`src/rtl/operand_alignment_if.sv`:
```
// Handshake and data bundle between the FP-add operand source, the alignment stage,
// and the normalization stage that consumes its results.
interface operand_alignment_if;
   logic        in_valid;
   logic        in_ready;
   logic [15:0] op_a;
   logic [15:0] op_b;
   logic        op_sub;
   logic        out_valid;
   logic        out_ready;
   logic [4:0]  big_exponent;
   logic [13:0] mant_big;
   logic [13:0] mant_small;
   logic        final_operation;
   logic        result_sign;
   logic        zero_flag;
   logic        special_flag;

   modport master (
      output in_valid, op_a, op_b, op_sub, out_ready,
      input  in_ready, out_valid, big_exponent, mant_big, mant_small,
             final_operation, result_sign, zero_flag, special_flag
   );

   modport slave (
      input  in_valid, op_a, op_b, op_sub, out_ready,
      output in_ready, out_valid, big_exponent, mant_big, mant_small,
             final_operation, result_sign, zero_flag, special_flag
   );
endinterface

```
`src/rtl/operand_alignment_block.sv`:
```
// Binary16 adder front end: unpacks and orders two operands by magnitude, then
// right-aligns the smaller significand SHIFT_STEP bits per cycle with sticky collection.
module operand_alignment_block #(
   parameter int SHIFT_STEP = 1,
   parameter int MAX_SHIFT  = 14
) (
   input logic clk,
   input logic rst,
   operand_alignment_if.slave bus
);

   typedef enum logic [1:0] {IDLE, ALIGN, DONE} state_t;

   state_t      state_q;
   logic [4:0]  big_exp_q;
   logic [13:0] mant_big_q;
   logic [13:0] mant_small_q;
   logic        fop_q;
   logic        sign_q;
   logic        special_q;
   logic [3:0]  rem_q;

   logic [4:0]  exp_a, exp_b, eff_a, eff_b, diff;
   logic [13:0] sig_a, sig_b;
   logic        a_big, sign_b_eff, special_d;
   logic [3:0]  shift_d;

   always_comb begin
      exp_a      = bus.op_a[14:10];
      exp_b      = bus.op_b[14:10];
      eff_a      = (exp_a == 5'd0) ? 5'd1 : exp_a;
      eff_b      = (exp_b == 5'd0) ? 5'd1 : exp_b;
      sig_a      = {exp_a != 5'd0, bus.op_a[9:0], 3'b000};
      sig_b      = {exp_b != 5'd0, bus.op_b[9:0], 3'b000};
      // Ties go to A so that equal magnitudes always order the same way.
      a_big      = {eff_a, bus.op_a[9:0]} >= {eff_b, bus.op_b[9:0]};
      sign_b_eff = bus.op_b[15] ^ bus.op_sub;
      diff       = a_big ? (eff_a - eff_b) : (eff_b - eff_a);
      shift_d    = (diff > 5'(MAX_SHIFT)) ? 4'(MAX_SHIFT) : diff[3:0];
      special_d  = (&exp_a) | (&exp_b);
   end

   logic [3:0]  k;
   logic [13:0] mask, shifted, mant_small_d;
   logic [3:0]  rem_d;

   always_comb begin
      k            = (rem_q > 4'(SHIFT_STEP)) ? 4'(SHIFT_STEP) : rem_q;
      mask         = (14'd1 << k) - 14'd1;
      shifted      = mant_small_q >> k;
      // Everything that falls off the right, old LSB included, folds into the sticky bit.
      mant_small_d = {shifted[13:1], shifted[0] | (|(mant_small_q & mask))};
      rem_d        = rem_q - k;
   end

   always_ff @(posedge clk or posedge rst) begin
      if (rst) begin
         state_q      <= IDLE;
         big_exp_q    <= '0;
         mant_big_q   <= '0;
         mant_small_q <= '0;
         fop_q        <= 1'b0;
         sign_q       <= 1'b0;
         special_q    <= 1'b0;
         rem_q        <= '0;
      end else begin
         case (state_q)
            IDLE: begin
               if (bus.in_valid) begin
                  big_exp_q    <= a_big ? eff_a : eff_b;
                  mant_big_q   <= a_big ? sig_a : sig_b;
                  mant_small_q <= a_big ? sig_b : sig_a;
                  fop_q        <= bus.op_a[15] ^ sign_b_eff;
                  sign_q       <= a_big ? bus.op_a[15] : sign_b_eff;
                  special_q    <= special_d;
                  rem_q        <= shift_d;
                  state_q      <= (shift_d == 4'd0 || special_d) ? DONE : ALIGN;
               end
            end
            ALIGN: begin
               mant_small_q <= mant_small_d;
               rem_q        <= rem_d;
               if (rem_d == 4'd0) state_q <= DONE;
            end
            DONE: begin
               if (bus.out_ready) state_q <= IDLE;
            end
            default: state_q <= IDLE;
         endcase
      end
   end

   assign bus.in_ready        = (state_q == IDLE);
   assign bus.out_valid       = (state_q == DONE);
   assign bus.big_exponent    = big_exp_q;
   assign bus.mant_big        = mant_big_q;
   assign bus.mant_small      = mant_small_q;
   assign bus.final_operation = fop_q;
   assign bus.result_sign     = sign_q;
   assign bus.special_flag    = special_q;
   // Qualified by DONE so the flag reads 0 out of reset and between results.
   assign bus.zero_flag       = (state_q == DONE) && (mant_small_q == 14'd0);

endmodule

```
`src/flat_wrapper.sv`:
```
// flat-port wrapper written by rule: the top's interface ports become plain ports
module operand_alignment_block_flat 
#(
   parameter int SHIFT_STEP = 1,
   parameter int MAX_SHIFT  = 14
)
  (clk, rst, bus_in_valid, bus_op_a, bus_op_b, bus_op_sub, bus_out_ready, bus_in_ready, bus_out_valid, bus_big_exponent, bus_mant_big, bus_mant_small, bus_final_operation, bus_result_sign, bus_zero_flag, bus_special_flag);
  operand_alignment_if bus_i ();
  input logic clk;
  input logic rst;
  input wire logic [$bits(bus_i.in_valid)-1:0] bus_in_valid;
  input wire logic [$bits(bus_i.op_a)-1:0] bus_op_a;
  input wire logic [$bits(bus_i.op_b)-1:0] bus_op_b;
  input wire logic [$bits(bus_i.op_sub)-1:0] bus_op_sub;
  input wire logic [$bits(bus_i.out_ready)-1:0] bus_out_ready;
  output wire logic [$bits(bus_i.in_ready)-1:0] bus_in_ready;
  output wire logic [$bits(bus_i.out_valid)-1:0] bus_out_valid;
  output wire logic [$bits(bus_i.big_exponent)-1:0] bus_big_exponent;
  output wire logic [$bits(bus_i.mant_big)-1:0] bus_mant_big;
  output wire logic [$bits(bus_i.mant_small)-1:0] bus_mant_small;
  output wire logic [$bits(bus_i.final_operation)-1:0] bus_final_operation;
  output wire logic [$bits(bus_i.result_sign)-1:0] bus_result_sign;
  output wire logic [$bits(bus_i.zero_flag)-1:0] bus_zero_flag;
  output wire logic [$bits(bus_i.special_flag)-1:0] bus_special_flag;
  assign bus_i.in_valid = bus_in_valid;
  assign bus_i.op_a = bus_op_a;
  assign bus_i.op_b = bus_op_b;
  assign bus_i.op_sub = bus_op_sub;
  assign bus_i.out_ready = bus_out_ready;
  assign bus_in_ready = bus_i.in_ready;
  assign bus_out_valid = bus_i.out_valid;
  assign bus_big_exponent = bus_i.big_exponent;
  assign bus_mant_big = bus_i.mant_big;
  assign bus_mant_small = bus_i.mant_small;
  assign bus_final_operation = bus_i.final_operation;
  assign bus_result_sign = bus_i.result_sign;
  assign bus_zero_flag = bus_i.zero_flag;
  assign bus_special_flag = bus_i.special_flag;
  operand_alignment_block #(.SHIFT_STEP(SHIFT_STEP), .MAX_SHIFT(MAX_SHIFT)) u_core (.clk(clk), .rst(rst), .bus(bus_i));
endmodule
```
`config.mk`:
```
export PLATFORM = sky130hd
export DESIGN_NAME = operand_alignment_block_flat
export DESIGN_NICKNAME = d
export VERILOG_FILES = /design/src/rtl/operand_alignment_if.sv /design/src/rtl/operand_alignment_block.sv /design/src/flat_wrapper.sv
export SDC_FILE = /design/constraint.sdc
export NUM_CORES = 1
export LEC_CHECK = 0
export CELL_PAD_IN_SITES_DETAIL_PLACEMENT = 1
export CELL_PAD_IN_SITES_GLOBAL_PLACEMENT = 2
export CORE_MARGIN = 3
export CORE_UTILIZATION = 30
export CTS_CLUSTER_DIAMETER = 50
export DETAILED_ROUTE_END_ITERATION = 6
export PLACE_DENSITY_LB_ADDON = 0.1
export SLEW_MARGIN = 20
export SYNTH_ARGS = -nofsm -noshare
export SYNTH_HDL_FRONTEND = slang
export SYNTH_SLANG_ARGS = --single-unit
```
`constraint.sdc`:
```
create_clock -name clk -period 3.14 [get_ports clk]
set_clock_uncertainty 0.05 [all_clocks]
set_input_delay 0.628 -clock clk [delete_from_list [all_inputs] [get_ports clk]]
set_output_delay 0.628 -clock clk [all_outputs]
set_load 0.05 [all_outputs]
```
==> flow_summary.json <==
{
  "outcome": "finished, final reports clean",
  "drc": 0,
  "clkLatencyLatePin_ns": 0.29,
  "vias": 2756,
  "gp_congestion": 0.815,
  "synth.distinct_cells": 44,
  "max-slew-margin-rel_pct": 65.0,
  "r2r_start": "u_core.rem_q[1]$_DFFE_PP0P_",
  "clockBufferDepth": 2,
  "die_area_sq_um": 10400,
  "fin_util_pct": 48.8,
  "setup_tns_ns": 0,
  "synthCells": 342,
  "gr-total-overflow": 0,
  "critPathCaptureType": "flip-flop",
  "clkPwrFrac_pct": 13.9,
  "p_leak_nw": 2.06,
  "seq_area_frac_synth_pct": 35.4,
  "switching_share_pct": 48.7,
  "critPathKind": "primary input to flip-flop",
  "grt_max_degree": 40,
  "finalPower_mw": 3.58,
  "htreeDepth": 2,
  "ant_nets": 0,
  "hold_viol": 0,
  "instances_no_fill": 564,
  "clk_pin_slew_ns": 0.08,
  "dp.cells": 551,
  "critPathMaxFanout": 6,
  "hold_path_class": "flip-flop to flip-flop",
  "maxCapViolations": 0,
  "antenna-diode-count": 0,
  "grt_use_total_pct": 16.8,
  "startpoint_type": "primary input",
  "grt_pass1_vias": 2812,
  "area_growth_pct": 55.9,
  "p_switching_mw": 1.75,
  "clock-root-buffer": "clkbuf_8",
  "cts_tree": "yes",
  "syn_area_sq_um": 2750,
  "wire_per_inst_microns": 15.6,
  "yosys_register_bits": 39,
  "drive_gt1_share_pct": 23.7,
  "fin_area_sq_um": 4290,
  "slew_violations": 0,
  "synth-edff-count": 0,
  "routed_wl_microns": 8790,
  "cts.sinks": 39,
  "place_area_sq_um": 3910,
  "power_frac_seq_pct": 26.3,
  "fin_crit_sh_pct": 96.0,
  "ios": 76,
  "async_reset_ff_share_pct": 100,
  "die_w_microns": 102,
  "crit_arrival_ns": 3.13,
  "p_int_mw": 1.84,
  "initial_core_util_pct": 31.3,
  "worstMarginPinSlew_ns": 0.523,
  "rows": 34,
  "nNetsFinal": 515,
  "p_per_area_nw_per_um2": 835,
  "die_height_microns": 102,
  "ir_drop_v": 0.000463,
  "antenna_found_initial": 0,
  "portBuffers": 72,
  "worstHoldStart": "u_core.bus.mant_big[3]$_DFFE_PP0P_",
  "core_sq_um": 8810,
  "firstDrtPassIters": 4,
  "numCtsBuffers": 5,
  "cts_hold_buffers": 0,
  "rsz0062_at_grt": "no",
  "ys.flop_type": "dfrtp_1",
  "yosys_warnings": 0,
  "p_comb_share_pct": 59.8,
  "layout_min_cycle_time_ns": 3.01,
  "dp_hpwl_microns": 6760,
  "syn_avg_cell_area_sq_um": 8.05,
  "worstPathRequired_ns": 3.26,
  "startpoint": "bus_op_b[3]",
  "drt_iter0_drc": 91,
  "fmax_ghz": 0.332,
  "finalSetupViolCount": 0,
  "grt_pass1_wl_microns": 13700,
  "vias_per_cell": 4.89
}
==> cell usage in the layout, fill, tap and decap left out, drive strengths merged, types with 3 or more instances in the layout <==
cell type      count
buf               59
clkdlybuf4s50     51
a21oi             45
nand2             43
o21ai             42
dfrtp             39
inv               28
nor2              26
ha                21
dlymetal6s2s      20
o22ai             10
mux2i              7
clkbuf             6
nand3              5
xor2               5
o21bai             4
xnor2              4
nor3               4
conb               3
nor2b              3
nand4              3
==> metrics by stage <==
step	hold slack, ns	setup WS [ns]
after floorplan	0.444	0.00979
after global placement	0.419	-0.351
after detailed placement	0.427	-0.446
after CTS	0.449	0.00170
after global routing	0.482	0.00326
final	0.443	0.126
==> repair_timing <==
item,CTS,global route
endpoints found under the setup margin,12,31
setup buffers,3,2
pin swaps,9,18
gates resized for setup,10,47
==> final timing paths <==
check                                                              end  slack (ns)  depth (start not counted)
worst max register to register    u_core.bus.mant_small[0]$_DFFE_PP0P_        1.11                          9
max in group asynchronous       u_core.bus.big_exponent[1]$_DFFE_PP0P_        1.97                          3
worst max-delay path                     u_core.state_q[0]$_DFFE_PP0P_        0.13                         12
min in group asynchronous         u_core.bus.mant_small[5]$_DFFE_PP0P_        0.71                          3
worst min register to register      u_core.bus.mant_big[3]$_DFFE_PP0P_        0.44                          2
worst min-delay path                u_core.bus.mant_big[3]$_DFFE_PP0P_        0.44                          2
==> registers in the layout (all words and copies together) (netlist names) <==
name                        cells
u_core.bus.big_exponent         5
u_core.bus.final_operation      1
u_core.bus.mant_big            11
u_core.bus.mant_small          14
u_core.bus.result_sign          1
u_core.bus.special_flag         1
u_core.rem_q                    4
u_core.state_q                  2
==> cells in the mapped netlist (3+ instances only) <==
master,n,area (sq um)
a21oi_1,44,220
nand2_1,43,161
dfrtp_1,39,976
o21ai_0,31,155
inv_1,28,105
nor2_1,26,97.6
ha_1,21,263
clkbuf_1,15,56.3
o21ai_1,10,50.1
o22ai_1,10,62.6
buf_2,8,40.0
mux2i_1,7,70.1
nand3_1,5,25.0
xor2_1,5,43.8
nor3_1,4,20.0
o21bai_1,4,30.0
xnor2_1,4,35.0
buf_4,3,22.5
==> layout make-up <==
cell class              count  area, sq um
flip-flops and latches     39          976
repair buffers            130         1220
clock inverters             2         60.1
inverters                  28          105
fillers                  1063         4510
multi-input cells         251         1730
clock buffers               6         72.6
well taps                 108          135
==> cell families after synthesis <==
kind of cell             Yosys count  share of synthesized area [%]
adder cells (fa/ha/maj)           23                           11.0
buffers and inverters             54                           8.13
XOR/XNOR                           9                           2.86
other                              1                          0.136
multiplexers                       7                           2.54
flip-flops                        39                           35.4
AO/OA/AOI/OAI                    113                           23.9
AND/OR/NAND/NOR                   96                           16.0
==> critical path, cell delays in order <==
cell and delay (ns):
clkdlybuf4s50_1 0.47, inv_2 0.05, ha_4 0.25, nand2_1 0.06, nor2_2 0.10, a21oi_2 0.10
o41ai_4 0.54, buf_4 0.20, mux2i_2 0.20, xor2_1 0.20, and4bb_1 0.25, a31oi_1 0.09
==> power groups by stage <==
stage / Sequential (mW) / Clock (mW) / Combinational (mW)
global placement: 0.948 / 0 / 2.08
detailed placement: 0.953 / 0 / 2.11
global route: 0.989 / 0.527 / 2.32
finish: 0.943 / 0.497 / 2.14
CTS: 0.950 / 0.508 / 2.14
floorplan: 1.55 / 0 / 0.752
==> layer usage <==
layer  global-route usage, %  vias up  share of wire [%]
met5                       0        -                  0
met4                    3.33        0                1.1
met3                    3.62        8                3.7
met2                    28.0       48                 48
met1                    22.7     1306                 47
li1                        -     1394                  -
No activity file was read; power rests on OpenSTA's default activity.
==> variant: new RTL, same settings <==
Put a register stage on the output `bus.zero_flag`, without a reset. The value now appears one clock later.
--- a/src/rtl/operand_alignment_block.sv
+++ b/src/rtl/operand_alignment_block.sv
@@ -99,7 +99,9 @@
    assign bus.result_sign     = sign_q;
    assign bus.special_flag    = special_q;
    // Qualified by DONE so the flag reads 0 out of reset and between results.
-   assign bus.zero_flag       = (state_q == DONE) && (mant_small_q == 14'd0);
+   always_ff @(posedge clk) begin
+      bus.zero_flag <= (state_q == DONE) && (mant_small_q == 14'd0);
+   end
 
 endmodule
 
Formal check against the unedited RTL: not equivalent (a bounded check fails within 4 cycles, from zero or initial values and one cycle with rst high).
==> variant against the original RTL <==
Via count is the same. Routed wire length about the same. Sequential share of layout area increased by 0.97 points. Cell area decreased by 2.1%. Non-clock buffer count fell by 2. First-iteration DRC count shrank 41%. Sequential cell count rose by 1. Synthesized area rose by 0.73%. Setup slack worse by 10 ps. Power decreased by 3.4%. Final cell count fell by 0.18%.
==> variant: results (changes against the original RTL) <==
| Metric | Value |
|---|---|
| Result of the run | `complete, no violations` |
| Syn Inst Count | `343 (+0.29%)` |
| Largest register FFs | `14 (unchanged)` |
| Layout cells sized above 1 | `21.98% (-1.7 points)` |
| Arrival @ worst endpoint | `3150 ps (+20 ps)` |
| 1st-pass router iterations | `4 (unchanged)` |
| GP Congestion | `0.8452 (+3.7%)` |
| Slew HR | `63.44% (-1.6 points)` |
| Pre-CTS WS | `-498.2 ps (-52.23 ps)` |
| Seq/Total Area, Yosys | `35.90% (+0.47 points)` |
| Flop pwr share | `27.5% (+1.2 points)` |
| Sw Share | `50.66% (+1.9 points)` |
| Tot GR Track Use | `17.29% (+0.48 points)` |
| Placed cell area | `3909 µm² (about the same)` |
| Fin nets | `514 (-0.19%)` |
| Synth area leaders | `dfrtp_1 35%, ha_1 9.5%, a21oi_1 7.9%, nand2_1 5.8%, o21ai_0 5.6%` |
| Largest net degree at the start of global routing | `45 (+13%)` |
| H-tree levels | `2 (unchanged)` |
| Number of synthesis warnings | `0 (unchanged)` |
| Number of global-route vias before repair | `2,874 (+2.2%)` |
| Leak pwr | `1.912 nW (-7.2%)` |
| Unique cell type count in the Yosys netlist | `45 (+2.3%)` |
| Clock Latency Late Sink | `290 ps (about the same)` |
| Asr flop ratio synth | `97.50% (-2.5 points)` |
| Reg area | `996.0 µm² (+2.1%)` |
| Routed len/inst | `15.60 µm (about the same)` |
| Power per Cell Area | `823.7 nW/µm² (-1.3%)` |
| Via count | `2,756 (unchanged)` |
| Maximum VDD drop | `0.3861 mV (-17%)` |
| Commonest cells post-synth | `44 x a21oi_1, 43 x nand2_1, 39 x dfrtp_1` |
| Fill cell count | `1,060 (-0.28%)` |
| Post-DP HPWL | `6892 µm (+1.9%)` |
| Vias per inst | `4.895 (+0.18%)` |
| Iter 0 DRT Violations | `54 (-41%)` |
| Diodes inserted | `0 (unchanged)` |
| # port buffers | `72 (unchanged)` |
| Comb group | `0.00214 W (about the same)` |
| First-pass GRT wire length | `14,330 µm (+4.5%)` |
==> variant: critical path, stage by stage <==
cell	delay, ps
clkdlybuf4s50_1	510
inv_2	70
ha_4	270
nor2b_4	30
o21ai_2	130
a21oi_2	90
o41ai_4	370
buf_6	190
mux2i_2	220
xor2_1	250
a2111oi_2	80
a311o_1	310
==> variant: final timing paths <==
kind	start	end	slack (ps)	cells after the start
max	bus_op_a[0]	u_core.rem_q[0]	120	12
min	u_core.bus.mant_big[11]	u_core.bus.mant_big[11]	450	2
max reg2reg	u_core.rem_q[1]	u_core.bus.mant_small[0]	1030	9
min reg2reg	u_core.bus.mant_big[11]	u_core.bus.mant_big[11]	450	2
max in group asynchronous	rst	u_core.bus.special_flag	1960	3
min in group asynchronous	rst	u_core.bus.mant_small[4]	710	3
==> variant: what timing repair did <==
item / in CTS / in global routing
resized for setup: 13 / 29
pin swaps: 7 / 17
endpoints found under the setup margin: 27 / 34
setup buffers: 1 / 3
==> variant: cell families (layout without fill, tap and decap cells) <==
group,count (synthesis),after routing,synth area share [%]
compound gates,113,113,23.68
xor+xnor,9,9,2.841
fa+ha+maj,23,23,10.92
buf+inv,54,164,8.074
flops,40,40,35.90
mux,7,7,2.526
other cells,1,3,0.1352
simple gates,96,96,15.92
==> variant: area by class of cell <==
cell class	count	area share, %
Timing Repair Buffer	128	27.66
Multi-Input combinational cell	251	40.61
Clock inverter	2	0.3572
Inverter	28	2.501
Tap cell	108	3.215
Sequential cell	40	23.70
Clock buffer	6	1.965
==> variant: layer usage <==
metal,track usage (%),vias to the layer above,wire length [µm]
met2,28.39,45,4099
met3,4.027,2,428
li1,-,1389,-
met4,3.027,0,31
met1,23.57,1320,4224
met5,0,-,0
